## config.mk

```make
export PLATFORM = sky130hd
export DESIGN_NAME = sensor_frame_scheduler
export DESIGN_NICKNAME = d
export VERILOG_FILES = /design/src/rtl/sensor_frame_pkg.sv /design/src/rtl/load_sync.sv /design/src/rtl/sensor_frame_scheduler.sv
export SDC_FILE = /design/constraint.sdc
export NUM_CORES = 1
export LEC_CHECK = 0
export CORE_AREA = 3 3 203 205
export DETAILED_ROUTE_END_ITERATION = 6
export DIE_AREA = 0 0 206 208
export PLACE_DENSITY = 0.79
export SLEW_MARGIN = 10
export SYNTH_ARGS = -nofsm -noshare
export SYNTH_HDL_FRONTEND = slang
export SYNTH_SLANG_ARGS = --single-unit
```

## constraint.sdc

```tcl
create_clock -name clk -period 9.2 [get_ports clk]
set_input_delay 1.84 -clock clk [delete_from_list [all_inputs] [get_ports clk]]
set_output_delay 1.84 -clock clk [all_outputs]
set_load 0.05 [all_outputs]
```

## src/rtl/sensor_frame_pkg.sv

```systemverilog
// Shared types and constants for the sensor frame scheduler and the SPI slave.
package sensor_frame_pkg;
  typedef enum logic [1:0] {IDLE, COLLECT, PUBLISH, XFER} state_t;

  localparam int SLOT_Q1   = 0;
  localparam int SLOT_G1   = 1;
  localparam int SLOT_Q2   = 2;
  localparam int SLOT_G2   = 3;
  localparam int NUM_SLOTS = 4;

  localparam int FLAG_QUAT = 0;
  localparam int FLAG_GYRO = 1;

  localparam logic [7:0] HEADER_BYTE = 8'hAA;

  // Frame words: q1 w/x/y/z, g1 x/y/z, q2 w/x/y/z, g2 x/y/z
  localparam int NUM_WORDS = 14;

  // Slot that owns a given frame word
  function automatic int word_slot(input int w);
    if (w < 4)       return SLOT_Q1;
    else if (w < 7)  return SLOT_G1;
    else if (w < 11) return SLOT_Q2;
    else             return SLOT_G2;
  endfunction
endpackage

```

## src/rtl/load_sync.sv

```systemverilog
// Two-flop synchronizer for the MCU load strobe plus an edge register.
module load_sync (
  input  logic clk,
  input  logic reset,
  input  logic i_load,
  output logic o_load_s,
  output logic o_load_rise,
  output logic o_load_fall
);
  logic r_s1, r_s2, r_s3;

  // Synchronize load into clk domain and keep one delayed copy for edges
  always_ff @(posedge clk) begin
    if (reset) begin
      r_s1 <= 1'b0;
      r_s2 <= 1'b0;
      r_s3 <= 1'b0;
    end else begin
      r_s1 <= i_load;
      r_s2 <= r_s1;
      r_s3 <= r_s2;
    end
  end

  assign o_load_s    = r_s2;
  assign o_load_rise = r_s2 & ~r_s3;
  assign o_load_fall = ~r_s2 & r_s3;
endmodule

```

## src/rtl/sensor_frame_scheduler.sv

```systemverilog
// Groups BNO085 update events into one frozen frame and runs the done/load
// handshake with the MCU SPI slave.
module sensor_frame_scheduler
  import sensor_frame_pkg::*;
#(
  parameter int COLLECT_CYCLES = 30000,
  parameter int ACK_TIMEOUT    = 300000
) (
  input  logic clk,
  input  logic reset,
  input  logic quat1_valid,
  input  logic gyro1_valid,
  input  logic quat2_valid,
  input  logic gyro2_valid,
  input  logic signed [15:0] quat1_w, quat1_x, quat1_y, quat1_z,
  input  logic signed [15:0] gyro1_x, gyro1_y, gyro1_z,
  input  logic signed [15:0] quat2_w, quat2_x, quat2_y, quat2_z,
  input  logic signed [15:0] gyro2_x, gyro2_y, gyro2_z,
  input  logic load,
  output logic done,
  output logic signed [15:0] frame_quat1_w, frame_quat1_x, frame_quat1_y, frame_quat1_z,
  output logic signed [15:0] frame_gyro1_x, frame_gyro1_y, frame_gyro1_z,
  output logic signed [15:0] frame_quat2_w, frame_quat2_x, frame_quat2_y, frame_quat2_z,
  output logic signed [15:0] frame_gyro2_x, frame_gyro2_y, frame_gyro2_z,
  output logic [7:0] frame_flags1,
  output logic [7:0] frame_flags2,
  output logic [7:0] frame_seq,
  output logic [7:0] overrun_count
);
  localparam int CMAX = (ACK_TIMEOUT > COLLECT_CYCLES) ? ACK_TIMEOUT : COLLECT_CYCLES;
  localparam int CW   = $clog2(CMAX + 1);

  state_t r_state;
  logic [CW-1:0] r_cnt;
  logic [NUM_SLOTS-1:0] r_valid_q, r_pend, w_evt, w_ovr, w_valid;
  logic signed [15:0] w_din [NUM_WORDS];
  logic signed [15:0] r_stg [NUM_WORDS];
  logic signed [15:0] r_frm [NUM_WORDS];
  logic r_done;
  logic [7:0] r_flags1, r_flags2, r_seq, r_ovr;
  logic [2:0] w_inc;
  logic [8:0] w_ovr_sum;
  logic w_load_s, w_rise, w_fall, w_pub, w_tmo;

  load_sync u_load_sync (
    .clk        (clk),
    .reset      (reset),
    .i_load     (load),
    .o_load_s   (w_load_s),
    .o_load_rise(w_rise),
    .o_load_fall(w_fall)
  );

  assign w_valid = {gyro2_valid, quat2_valid, gyro1_valid, quat1_valid};
  assign w_evt   = w_valid & ~r_valid_q;

  assign w_din[0]  = quat1_w;  assign w_din[1]  = quat1_x;
  assign w_din[2]  = quat1_y;  assign w_din[3]  = quat1_z;
  assign w_din[4]  = gyro1_x;  assign w_din[5]  = gyro1_y;
  assign w_din[6]  = gyro1_z;  assign w_din[7]  = quat2_w;
  assign w_din[8]  = quat2_x;  assign w_din[9]  = quat2_y;
  assign w_din[10] = quat2_z;  assign w_din[11] = gyro2_x;
  assign w_din[12] = gyro2_y;  assign w_din[13] = gyro2_z;

  assign w_pub = (r_state == COLLECT) &&
                 ((r_pend == 4'b1111) || (r_cnt == CW'(COLLECT_CYCLES - 1)));
  assign w_tmo = (r_state == PUBLISH) && !w_rise && (r_cnt == CW'(ACK_TIMEOUT - 1));

  // A sample is lost when a slot is overwritten before being published; an
  // event landing on the publish edge is not lost, the old value goes out.
  assign w_ovr = w_evt & r_pend & ~{NUM_SLOTS{w_pub}};

  // Number of overrun increments this cycle
  always_comb begin
    w_inc = {2'b0, w_tmo};
    for (int i = 0; i < NUM_SLOTS; i++) w_inc = w_inc + {2'b0, w_ovr[i]};
  end
  assign w_ovr_sum = {1'b0, r_ovr} + {6'b0, w_inc};

  // Edge detection, staging capture, pending bits and overrun counter
  always_ff @(posedge clk) begin
    if (reset) begin
      r_valid_q <= '0;
      r_pend    <= '0;
      r_ovr     <= '0;
      for (int w = 0; w < NUM_WORDS; w++) r_stg[w] <= '0;
    end else begin
      r_valid_q <= w_valid;
      r_pend    <= (w_pub ? '0 : r_pend) | w_evt;
      r_ovr     <= w_ovr_sum[8] ? 8'hFF : w_ovr_sum[7:0];
      for (int w = 0; w < NUM_WORDS; w++)
        if (w_evt[word_slot(w)]) r_stg[w] <= w_din[w];
    end
  end

  // Frame snapshot: loads only on the publish edge
  always_ff @(posedge clk) begin
    if (reset) begin
      for (int w = 0; w < NUM_WORDS; w++) r_frm[w] <= '0;
    end else if (w_pub) begin
      for (int w = 0; w < NUM_WORDS; w++) r_frm[w] <= r_stg[w];
    end
  end

  // Frame sequencing and MCU handshake FSM
  always_ff @(posedge clk) begin
    if (reset) begin
      r_state  <= IDLE;
      r_cnt    <= '0;
      r_done   <= 1'b0;
      r_seq    <= '0;
      r_flags1 <= '0;
      r_flags2 <= '0;
    end else begin
      case (r_state)
        IDLE: if (|r_pend) begin
          r_state <= COLLECT;
          r_cnt   <= '0;
        end
        COLLECT: if (w_pub) begin
          r_state  <= PUBLISH;
          r_done   <= 1'b1;
          r_seq    <= r_seq + 8'd1;
          r_cnt    <= '0;
          r_flags1 <= '0;
          r_flags2 <= '0;
          r_flags1[FLAG_QUAT] <= r_pend[SLOT_Q1];
          r_flags1[FLAG_GYRO] <= r_pend[SLOT_G1];
          r_flags2[FLAG_QUAT] <= r_pend[SLOT_Q2];
          r_flags2[FLAG_GYRO] <= r_pend[SLOT_G2];
        end else begin
          r_cnt <= r_cnt + 1'b1;
        end
        PUBLISH: if (w_rise) begin
          r_state <= XFER;
          r_done  <= 1'b0;
        end else if (w_tmo) begin
          r_state <= IDLE;
          r_done  <= 1'b0;
        end else begin
          r_cnt <= r_cnt + 1'b1;
        end
        // Entered on a rise, so a low synchronized level means load dropped
        XFER: if (w_fall || !w_load_s) r_state <= IDLE;
        default: r_state <= IDLE;
      endcase
    end
  end

  assign done          = r_done;
  assign frame_flags1  = r_flags1;
  assign frame_flags2  = r_flags2;
  assign frame_seq     = r_seq;
  assign overrun_count = r_ovr;
  assign frame_quat1_w = r_frm[0];  assign frame_quat1_x = r_frm[1];
  assign frame_quat1_y = r_frm[2];  assign frame_quat1_z = r_frm[3];
  assign frame_gyro1_x = r_frm[4];  assign frame_gyro1_y = r_frm[5];
  assign frame_gyro1_z = r_frm[6];  assign frame_quat2_w = r_frm[7];
  assign frame_quat2_x = r_frm[8];  assign frame_quat2_y = r_frm[9];
  assign frame_quat2_z = r_frm[10]; assign frame_gyro2_x = r_frm[11];
  assign frame_gyro2_y = r_frm[12]; assign frame_gyro2_z = r_frm[13];
endmodule
```

Word level (Yosys, flattened, before mapping)
Memory sizes are Yosys's and may differ from the RTL's.
Index checks and enable logic that the tools add are counted.

storage, ports and cells
  register bits after elaboration = 53
  memory bits (writable) = 448
  bits of input ports = 231
  output and inout port bits = 257
  logic and storage cells = 168
  memories = 2

cells by class
  $add $sub $neg = 7
  order comparisons = 4
  equality and inequality tests = 12
  muxes and demuxes = 78
  bitwise logic cells = 38
  reduce and logical (&&, ||, !) cells = 15

memories
  name   words  bits a word  rd ports  clocked after memory_dff  wr ports  RTL line                      RTL
  r_frm  14     16           14        0                         14        sensor_frame_scheduler.sv:38  logic signed [15:0] r_frm [NUM_WORDS];
  r_stg  14     16           14        0                         14        sensor_frame_scheduler.sv:37  logic signed [15:0] r_stg [NUM_WORDS];

operator list
  operator                                                     count
  2-to-1 mux 16 bit                                            28
  less-than comparator 32 x 4 -> 1 bit, second input constant  4
  2-to-1 mux 32 bit                                            4
  2-to-1 mux 19 bit                                            4
  one-hot mux 19 bit (3 select lines)                          1
  2-to-1 mux 1 bit                                             28
  OR 1 bit                                                     28
  adder 19 x 1 -> 19 bit, second input constant                1
  equality test 19 x 15 -> 1 bit, second input constant        1
  equality test 19 bit, second input constant                  1
  bitwise AND 4 bit                                            3
  2-to-1 mux 2 bit                                             5
  != test 2 bit, second input constant                         5
  adder 8 x 3 -> 9 bit                                         1
  adder 8 x 1 -> 8 bit, second input constant                  1
  binary-select mux 1 bit (select 2 bit)                       4
  2-to-1 mux 8 bit                                             1
  inverter 4 bit                                               2
  one-hot mux 2 bit (4 select lines)                           1
  AND reduction 4 bit                                          2
  adder 3 x 1 -> 3 bit                                         2
  equality test 2 bit, second input constant                   2
  equality test 4 bit, second input constant                   1
  2-to-1 mux 4 bit                                             1
  17 further kinds                                             23

Depth between registers and ports, before layout
Gate-level depths: netlist of run 1.

  depth after elaboration = 11
  mapped depth = 16

Hierarchy
A second synthesis of run 1 with hierarchy kept.

unflattened totals
  cell total of the unflattened synthesis = 1268
  area total of the unflattened synthesis = 19283.5 sq um

modules (own cells, without submodules)
  module                  times used  cells each  area an instance (sq um)  seq. area each (sq um)
  sensor_frame_scheduler  1           1260        19192.2                   14453.9
  load_sync               1           8           91.3                      60.1

Worst setup path before layout of run 1
OpenSTA, ideal clock, no wires.

  kind = input to register
  start = input reset
  end = memory r_frm[0][0], enable pin
  setup time = 1.758 ns
  data arrival time = 6.117 ns
  data required time = 7.442 ns
  slack = 1.325 ns
  stages on the path = 4
  cell sequence = clkbuf_1 inv_1 clkbuf_1 nand2_1

RTL lines
  element      RTL line                      RTL
  from (decl)  sensor_frame_scheduler.sv:10  input logic reset,
  to (decl)    sensor_frame_scheduler.sv:38

Worst setup path after layout of run 1
  start = register r_cnt[0]
  end = register r_ovr[0] (netlist: overrun_count[0])

between the ends
  cells in the longest elaborated chain, start to end = 11

ends and longest elaborated chain
  element                         RTL line                       RTL
  from (decl)                     sensor_frame_scheduler.sv:34   logic [CW-1:0] r_cnt;
  from (signal assigned)          sensor_frame_scheduler.sv:132  r_cnt <= r_cnt + 1'b1;
  from (signal assigned)          sensor_frame_scheduler.sv:141  r_cnt <= r_cnt + 1'b1;
  equality test 19 x 15 -> 1 bit  sensor_frame_scheduler.sv:66   ((r_pend == 4'b1111) || (r_cnt == CW'(COLLECT_CYCLES - 1)));
  logical OR 1 bit                sensor_frame_scheduler.sv:66
  logical AND 1 bit               sensor_frame_scheduler.sv:65   assign w_pub = (r_state == COLLECT) &&
  inverter 4 bit                  sensor_frame_scheduler.sv:71   assign w_ovr = w_evt & r_pend & ~{NUM_SLOTS{w_pub}};
  bitwise AND 4 bit               sensor_frame_scheduler.sv:71
  adder 1 x 1 -> 2 bit            sensor_frame_scheduler.sv:76   for (int i = 0; i < NUM_SLOTS; i++) w_inc = w_inc + {2'b0, w_ovr[i]};
  adder 2 x 1 -> 3 bit            sensor_frame_scheduler.sv:76
  adder 3 x 1 -> 3 bit            sensor_frame_scheduler.sv:76
  adder 3 x 1 -> 3 bit *          sensor_frame_scheduler.sv:76
  adder 8 x 3 -> 9 bit *          sensor_frame_scheduler.sv:78   assign w_ovr_sum = {1'b0, r_ovr} + {6'b0, w_inc};
  2-to-1 mux 8 bit *              sensor_frame_scheduler.sv:90   r_ovr <= w_ovr_sum[8] ? 8'hFF : w_ovr_sum[7:0];
  to (signal assigned)            sensor_frame_scheduler.sv:90
  to (decl)                       sensor_frame_scheduler.sv:40   logic [7:0] r_flags1, r_flags2, r_seq, r_ovr;

Every way passes the cells marked *; elsewhere a longest branch is shown, timed or not.
A chain may end at the register's enable or synchronous reset.

==> results of run 1 <==
[worst reg2reg max path, cell delays in order, from the launching register on]
cell and delay [ps]:
dfxtp_1 350, ha_1 250, and3_1 210, and4_4 170
a21boi_4 460, nand2b_1 430, and4b_1 280, fa_1 460
fa_1 490, ha_1 240, fa_1 410, a21oi_1 260
nor3b_1 120, nand3_1 210, a21oi_1 120
[metal layers]
| metal | routed length (um) | global-route usage (%) |
|---|---|---|
| met1 | 15900 | 23.2 |
| met2 | 23600 | 36.5 |
| met3 | 3170 | 4.76 |
| met4 | 1590 | 8.85 |
| met5 | 0 | 0 |
[state kept, by name, summed over array words and instances (netlist names)]
register / cells
u_load_sync.o_load_s: 1
frame_flags2: 2
r_frm: 224
u_load_sync.r_s1: 1
r_stg: 224
frame_seq: 8
r_pend: 4
frame_flags1: 2
r_valid_q: 4
r_cnt: 19
r_state: 2
done: 1
u_load_sync.r_s3: 1
overrun_count: 8
[kinds of logic after synthesis]
family | count (synthesis) | share of synthesized area (%)
AOI/OAI and AO/OA | 60 | 2.12
muxes | 4 | 0.220
other | 1 | 0.0194
DFF | 501 | 75.1
xor gates and xnor gates | 17 | 0.771
adders and majority gates | 13 | 0.959
buffers and inverters | 84 | 2.07
and+or+nand+nor | 577 | 18.7
[cells in the mapped netlist (all sizes together), types with 4 or more instances]
master | number | area [um2]
o21ai | 15 | 75.1
nand2b | 5 | 31.3
nand2 | 16 | 60.1
o31ai | 6 | 63.8
or3 | 6 | 37.5
nand3b | 6 | 45.0
edfxtp | 448 | 13500
and2 | 322 | 2010
ha | 10 | 125
a21oi | 24 | 120
nor2 | 26 | 97.6
nand3 | 11 | 55.1
xor2 | 7 | 61.3
dfxtp | 53 | 1060
and3 | 6 | 37.5
nand4 | 11 | 83.8
clkbuf | 46 | 174
nor2b | 137 | 857
inv | 10 | 37.5
nor3 | 7 | 46.3
buf | 28 | 188
xnor2 | 10 | 87.6
nor4 | 4 | 37.5
[final cells by class]
type                       count  area [um2]
inverter                      10        37.5
clock buffer                  69        1370
tap                          525         657
multi-input combinational    683        4480
timing repair buffer         484        4830
clock inverter                26         292
fill                        2740       13400
sequential                   501       14500
antenna                        7        17.5
[per-stage QoR]
stage               instance area, um2  util, %  hold slack, ps  power (mW)
floorplan                        19400        -             414        3.07
detailed placement               24500     61.8             437        3.32
global placement                 24500     61.8             428        3.30
finish                           26200     66.1             443        5.32
global route                     26200     66.1             455        5.51
CTS                              26200     66.0             442        5.38
[final timing paths]
path / cells after the start / endpoint
max: 14 / overrun_count[0]
min: 1 / u_load_sync.o_load_s
max reg2reg: 14 / overrun_count[0]
min reg2reg: 1 / u_load_sync.o_load_s
[report_power, final]
group	internal, mW	switching [mW]	total (mW)
registers	2.62	0.0437	2.66
logic	0.231	0.375	0.606
clock network	1.22	0.831	2.05
==> metrics, run 1 <==
outcome=finished, final reports clean; setup_tns=0 ps; cells along the critical path=ha_1 > and3_1 > and4_4 > a21boi_4 > nand2b_1 > and4b_1 > fa_1 > fa_1 > ha_1 > fa_1 > a21oi_1 > nor3b_1 > nand3_1 > a21oi_1; launch point of the worst path=r_cnt[0]; router iterations before antenna repair=7; Post-CTS Hold Buffers=0; ys async rst share=0%; Placeable Area=0.0396 mm2; die area=0.0428 mm2; largest net degree at the start of global routing=115; Max Freq=216 MHz; routability cong.=0.802; Least-Margin Pin Slew=between 1000 and 1500 ps; Mapped Cells=1,257; Lkg Pwr=9.61 nW; Hold Crit Start=u_load_sync.r_s1; RSZ-0062 raised after global routing=false; Starting DRT DRC Count=546; Clock Sinks=501; vias=11,200; most common cell after layout, fill and taps aside=clkdlybuf4s50_1; worst path bufs/invs=0; final setup fails=0; Initial Util=48.7%; most frequent cells in the layout=clkdlybuf4s50_1 (474), edfxtp_1 (448), and2_1 (322); Non-Filler Instances=2,305; initial antenna violation count=6; CP max FO=23; most frequent CP cell=fa_1; relative slew slack=24.4%; clock skew=12.2 ps; Place WS=approximately 4200 ps; GRT Total Usage=20.4%; crit end category=flop; Detailed Place HPWL=30.6 mm; first-pass GRT wire length=approximately 67 mm; TritonCTS Buffers=51; worst r2r src=r_cnt[0]; Cells after DPL=2,203; Tmin final=4630 ps; Setup CP Type=reg -> reg; Post-synth EDFFs=about 450; CP max stage cell=fa_1; clock slew at reported path FFs=60 ps; Final period util=50.4%; fraction of layout cells with a size suffix above 1=6.20%; Vias/cell=just under 5; Root Driver=clkbuf_16; final WL=44.2 mm; worst setup margin=4570 ps; max incr delay on CP=490 ps; H-tree levels=2; nets=1,975; P per Cell Area=between 200 and 250 mW/mm2; DRC violations left=0; startpoint type of the worst setup path=flop; Arr. time, crit path=5040 ps; cell family with most CP delay=adder cells; average size of a mapped cell=15.4 um2; clk_lat worst skew=580 ps; CTS tree=yes; postcts setup bufs=0; global route overflow=0; ys flop type=edfxtp_1; Worst Path Required=about 9600 ps; post_cts resized=0; register area share after synthesis=75.1%; final hold vios=0; Hold Crit Class=reg -> reg; num rows=73; die width=roughly 210 um; Netlist cell types=58; P&R area growth vs syn=35.6%; WL per Instance=19.2 um; Clock Path Buffers=3; Top Ports=488; vias in the first global route=between 10,000 and 15,000; Post-Syn Area=0.0193 mm2; max-slew violations=0; worst vdd ir=0.141 mV; die extent in y=roughly 210 um; Antenna Nets Post-Route=0; Synth Register Bits=roughly 500; input/output buffers=between 400 and 500; reg2reg setup slack=4570 ps; Max Cap Viol=0; Synth warnings=0
Note: power is estimated with default switching activity, not from simulation.
==> run 2: changes to the inputs <==
Clock period 9.2 ns to 4.56 ns, I/O delays scaled along.
==> run 2 against run 1 <==
  * Clock power increased by 120%
  * Largest power group unchanged
  * Core utilization is 0.51 points higher
  * Sequential share of layout area is 0.43 points lower
  * Largest cell class unchanged
  * Global-route usage is 0.061 points lower
  * Fmax grew 8.1%
  * Worst hold slack gained 22 ps
  * Via count is 0.78% higher
  * Die area stayed put
==> metrics, run 2 (synthesis gave the netlist of run 1 again) <==
first-pass GRT wire length=66.6 mm (about the same); Final period util=94.0% (was 50.4%); P&R area growth vs syn=36.7% (was 35.6%); Pint=8.49 mW (was 4.07 mW); CP max FO=6 (was 23); clock slew at reported path FFs=60 ps (about the same); postcts setup bufs=0 (unchanged); combinational share of power=11.1% (was 11.4%); Clk network pwr share=40.3% (was 38.5%); Least-Margin Pin Slew=1160 ps (was 1130 ps); Hold Crit Class=reg -> reg (unchanged); relative slew slack=22.5% (was 24.4%); most common cell after layout, fill and taps aside=clkdlybuf4s50_1 (unchanged); num rows=73 (unchanged); Post-CTS Hold Buffers=0 (unchanged); fill count=2,738 (was 2,740); Clock Sinks=501 (unchanged); Worst R2R Path Depth=14 (unchanged); vias in the first global route=11,300 (was 11,400); final WL=44.5 mm (was 44.2 mm); reg2reg setup slack=270 ps (was 4570 ps); worst vdd ir=0.285 mV (was 0.141 mV); clock skew=20.7 ps (was 12.2 ps); fraction of layout cells with a size suffix above 1=6.76% (was 6.20%); top flop regs=r_frm x224, r_stg x224, r_cnt x19 (unchanged); Hold Path Depth=2 (was 1); Placeable Area=0.0396 mm2 (unchanged); cell family with most CP delay=adder cells (unchanged); input/output buffers=475 (unchanged); outcome=finished, final reports clean (unchanged); Top Ports=488 (unchanged); Hold Path Sink=u_load_sync.r_s3 (was u_load_sync.o_load_s); cells along the critical path=ha_1 > and3_1 > and4_4 > a21boi_4 > nand2b_1 > and4b_1 > fa_1 > fa_1 > ha_1 > fa_1 > a21oi_1 > nor3b_2 > nand3_1 > a21oi_1 (was ha_1 > and3_1 > and4_4 > a21boi_4 > nand2b_1 > and4b_1 > fa_1 > fa_1 > ha_1 > fa_1 > a21oi_1 > nor3b_1 > nand3_1 > a21oi_1); Hold Crit Start=u_load_sync.o_load_s (was u_load_sync.r_s1); DRC violations left=0 (unchanged); router iterations before antenna repair=5 (was 7); Antenna Nets Post-Route=0 (unchanged); final setup fails=0 (unchanged); TritonCTS Buffers=50 (was 51); Vias/cell=4.91 (was 4.87); RSZ-0062 raised after global routing=false (unchanged); crit end category=flop (unchanged); Lkg Pwr=9.70 nW (was 9.61 nW); nets=1,978 (was 1,975); worst path bufs/invs=0 (unchanged); global route overflow=0 (unchanged); setup_tns=0 ps (unchanged); RR Endpoint=overrun_count[4] (was overrun_count[0]); die extent in y=208 um (unchanged); H-tree levels=2 (unchanged); worst r2r src=r_cnt[1] (was r_cnt[0]); Clock Path Buffers=3 (unchanged); Initial Util=48.7% (unchanged); Max Cap Viol=0 (unchanged); initial antenna violation count=5 (was 6); startpoint type of the worst setup path=flop (unchanged); sequential share of power=48.6% (was 50.1%); total power=11.1 mW (was 5.32 mW); Tmin final=4290 ps (was 4630 ps); clk_lat worst skew=580 ps (about the same); Root Driver=clkbuf_16 (unchanged); WL per Instance=19.3 um (was 19.2 um); Arr. time, crit path=4690 ps (was 5040 ps); final hold vios=0 (unchanged); CTS tree=yes (unchanged); net switching power=2.56 mW (was 1.25 mW); most frequent CP cell=fa_1 (unchanged); Max Freq=233 MHz (was 216 MHz); Starting DRT DRC Count=675 (was 546); max incr delay on CP=500 ps (was 490 ps); die width=206 um (unchanged); GRT Total Usage=20.3% (was 20.4%); max-slew violations=0 (unchanged); Detailed Place HPWL=30.5 mm (was 30.6 mm); largest net degree at the start of global routing=115 (unchanged); die area=0.0428 mm2 (unchanged); CP max stage cell=fa_1 (unchanged); vias=11,300 (was 11,200); Worst Path Required=4960 ps (was 9610 ps); routability cong.=0.830 (was 0.802); Setup CP Type=reg -> reg (unchanged); Sw Ratio=23.2% (was 23.5%); P per Cell Area=419 mW/mm2 (was 203 mW/mm2); most frequent cells in the layout=clkdlybuf4s50_1 (474), edfxtp_1 (448), and2_1 (322) (unchanged)
-- run 2: cell types whose count changed in the layout (fill, tap and decap cells not counted), moves of 3 or more --
cell       previous run  this run
clkbuf_1             15        10
bufinv_16             6        12
inv_6                 4         1
clkbuf_8              3         0
-- run 2: power groups by stage --
| stage | Clock, mW | Combinational, mW | Sequential, mW |
|---|---|---|---|
| 2_1_floorplan | 0 | 0.384 | 5.80 |
| 3_3_place_gp | 0 | 1.21 | 5.45 |
| 3_5_place_dp | 0 | 1.23 | 5.47 |
| 4_1_cts | 4.54 | 1.24 | 5.37 |
| 5_1_grt | 4.72 | 1.30 | 5.39 |
| 6_report | 4.45 | 1.23 | 5.37 |
-- run 2: tightest hold or removal path, delay by kind of cell (launching register included) --
| kind | cells | cell delay [ps] |
|---|---|---|
| DFF | 1 | 320 |
| buffers and inverters | 1 | 70 |
| and+or+nand+nor | 1 | 40 |
-- run 2: through the flow --
stage	cell area (um2)	cells	setup slack [ps]	hold WS [ps]	utilization [%]
6_report	26400	2305	274	465	66.6
5_1_grt	26400	2304	31.9	495	66.6
3_3_place_gp	24600	2207	523	462	62.0
2_1_floorplan	19400	1268	734	414	-
3_5_place_dp	24600	2207	354	463	62.0
4_1_cts	26400	2300	312	467	66.6
-- run 2: per-layer routing --
| metal | global-route usage [%] | vias up | wire length, um | part of all wire [%] |
|---|---|---|---|---|
| met5 | 0 | - | 17 | 0.038 |
| met4 | 5.95 | 2 | 1140 | 2.6 |
| met3 | 5.54 | 72 | 3410 | 7.7 |
| met2 | 37.4 | 395 | 24100 | 54 |
| met1 | 23.0 | 5509 | 15800 | 36 |
| li1 | - | 5339 | - | - |
-- run 2: cell type report --
type / count / area (um2) / share of cell area, %
inverter: 10 / 37.5 / 0.142
timing repair buffer: 488 / 4890 / 18.5
multi-input combinational: 683 / 4490 / 17.0
tap: 525 / 657 / 2.49
sequential: 501 / 14500 / 55.0
clock buffer: 61 / 1310 / 4.98
clock inverter: 32 / 490 / 1.86
antenna: 5 / 12.5 / 0.0474
-- run 2: timing repair --
| item | 4_1_cts | 5_1_grt |
|---|---|---|
| endpoints found under the hold margin | 0 | 0 |
| setup endpoints to repair | 0 | 1 |
| resized for setup | 0 | 1 |
-- run 2: how the worst max path moves through the flow --
stage | startpoint | to | slack (ps) | cells after the start
finish | r_cnt[1] | overrun_count[4] | 270 | 14
global placement | quat2_valid | overrun_count[1] | 520 | 10
global route | r_cnt[0] | overrun_count[4] | 30 | 14
CTS | r_cnt[0] | overrun_count[4] | 310 | 14
floorplan | r_cnt[0] | overrun_count[0] | 730 | 15
detailed placement | r_cnt[1] | overrun_count[3] | 350 | 14
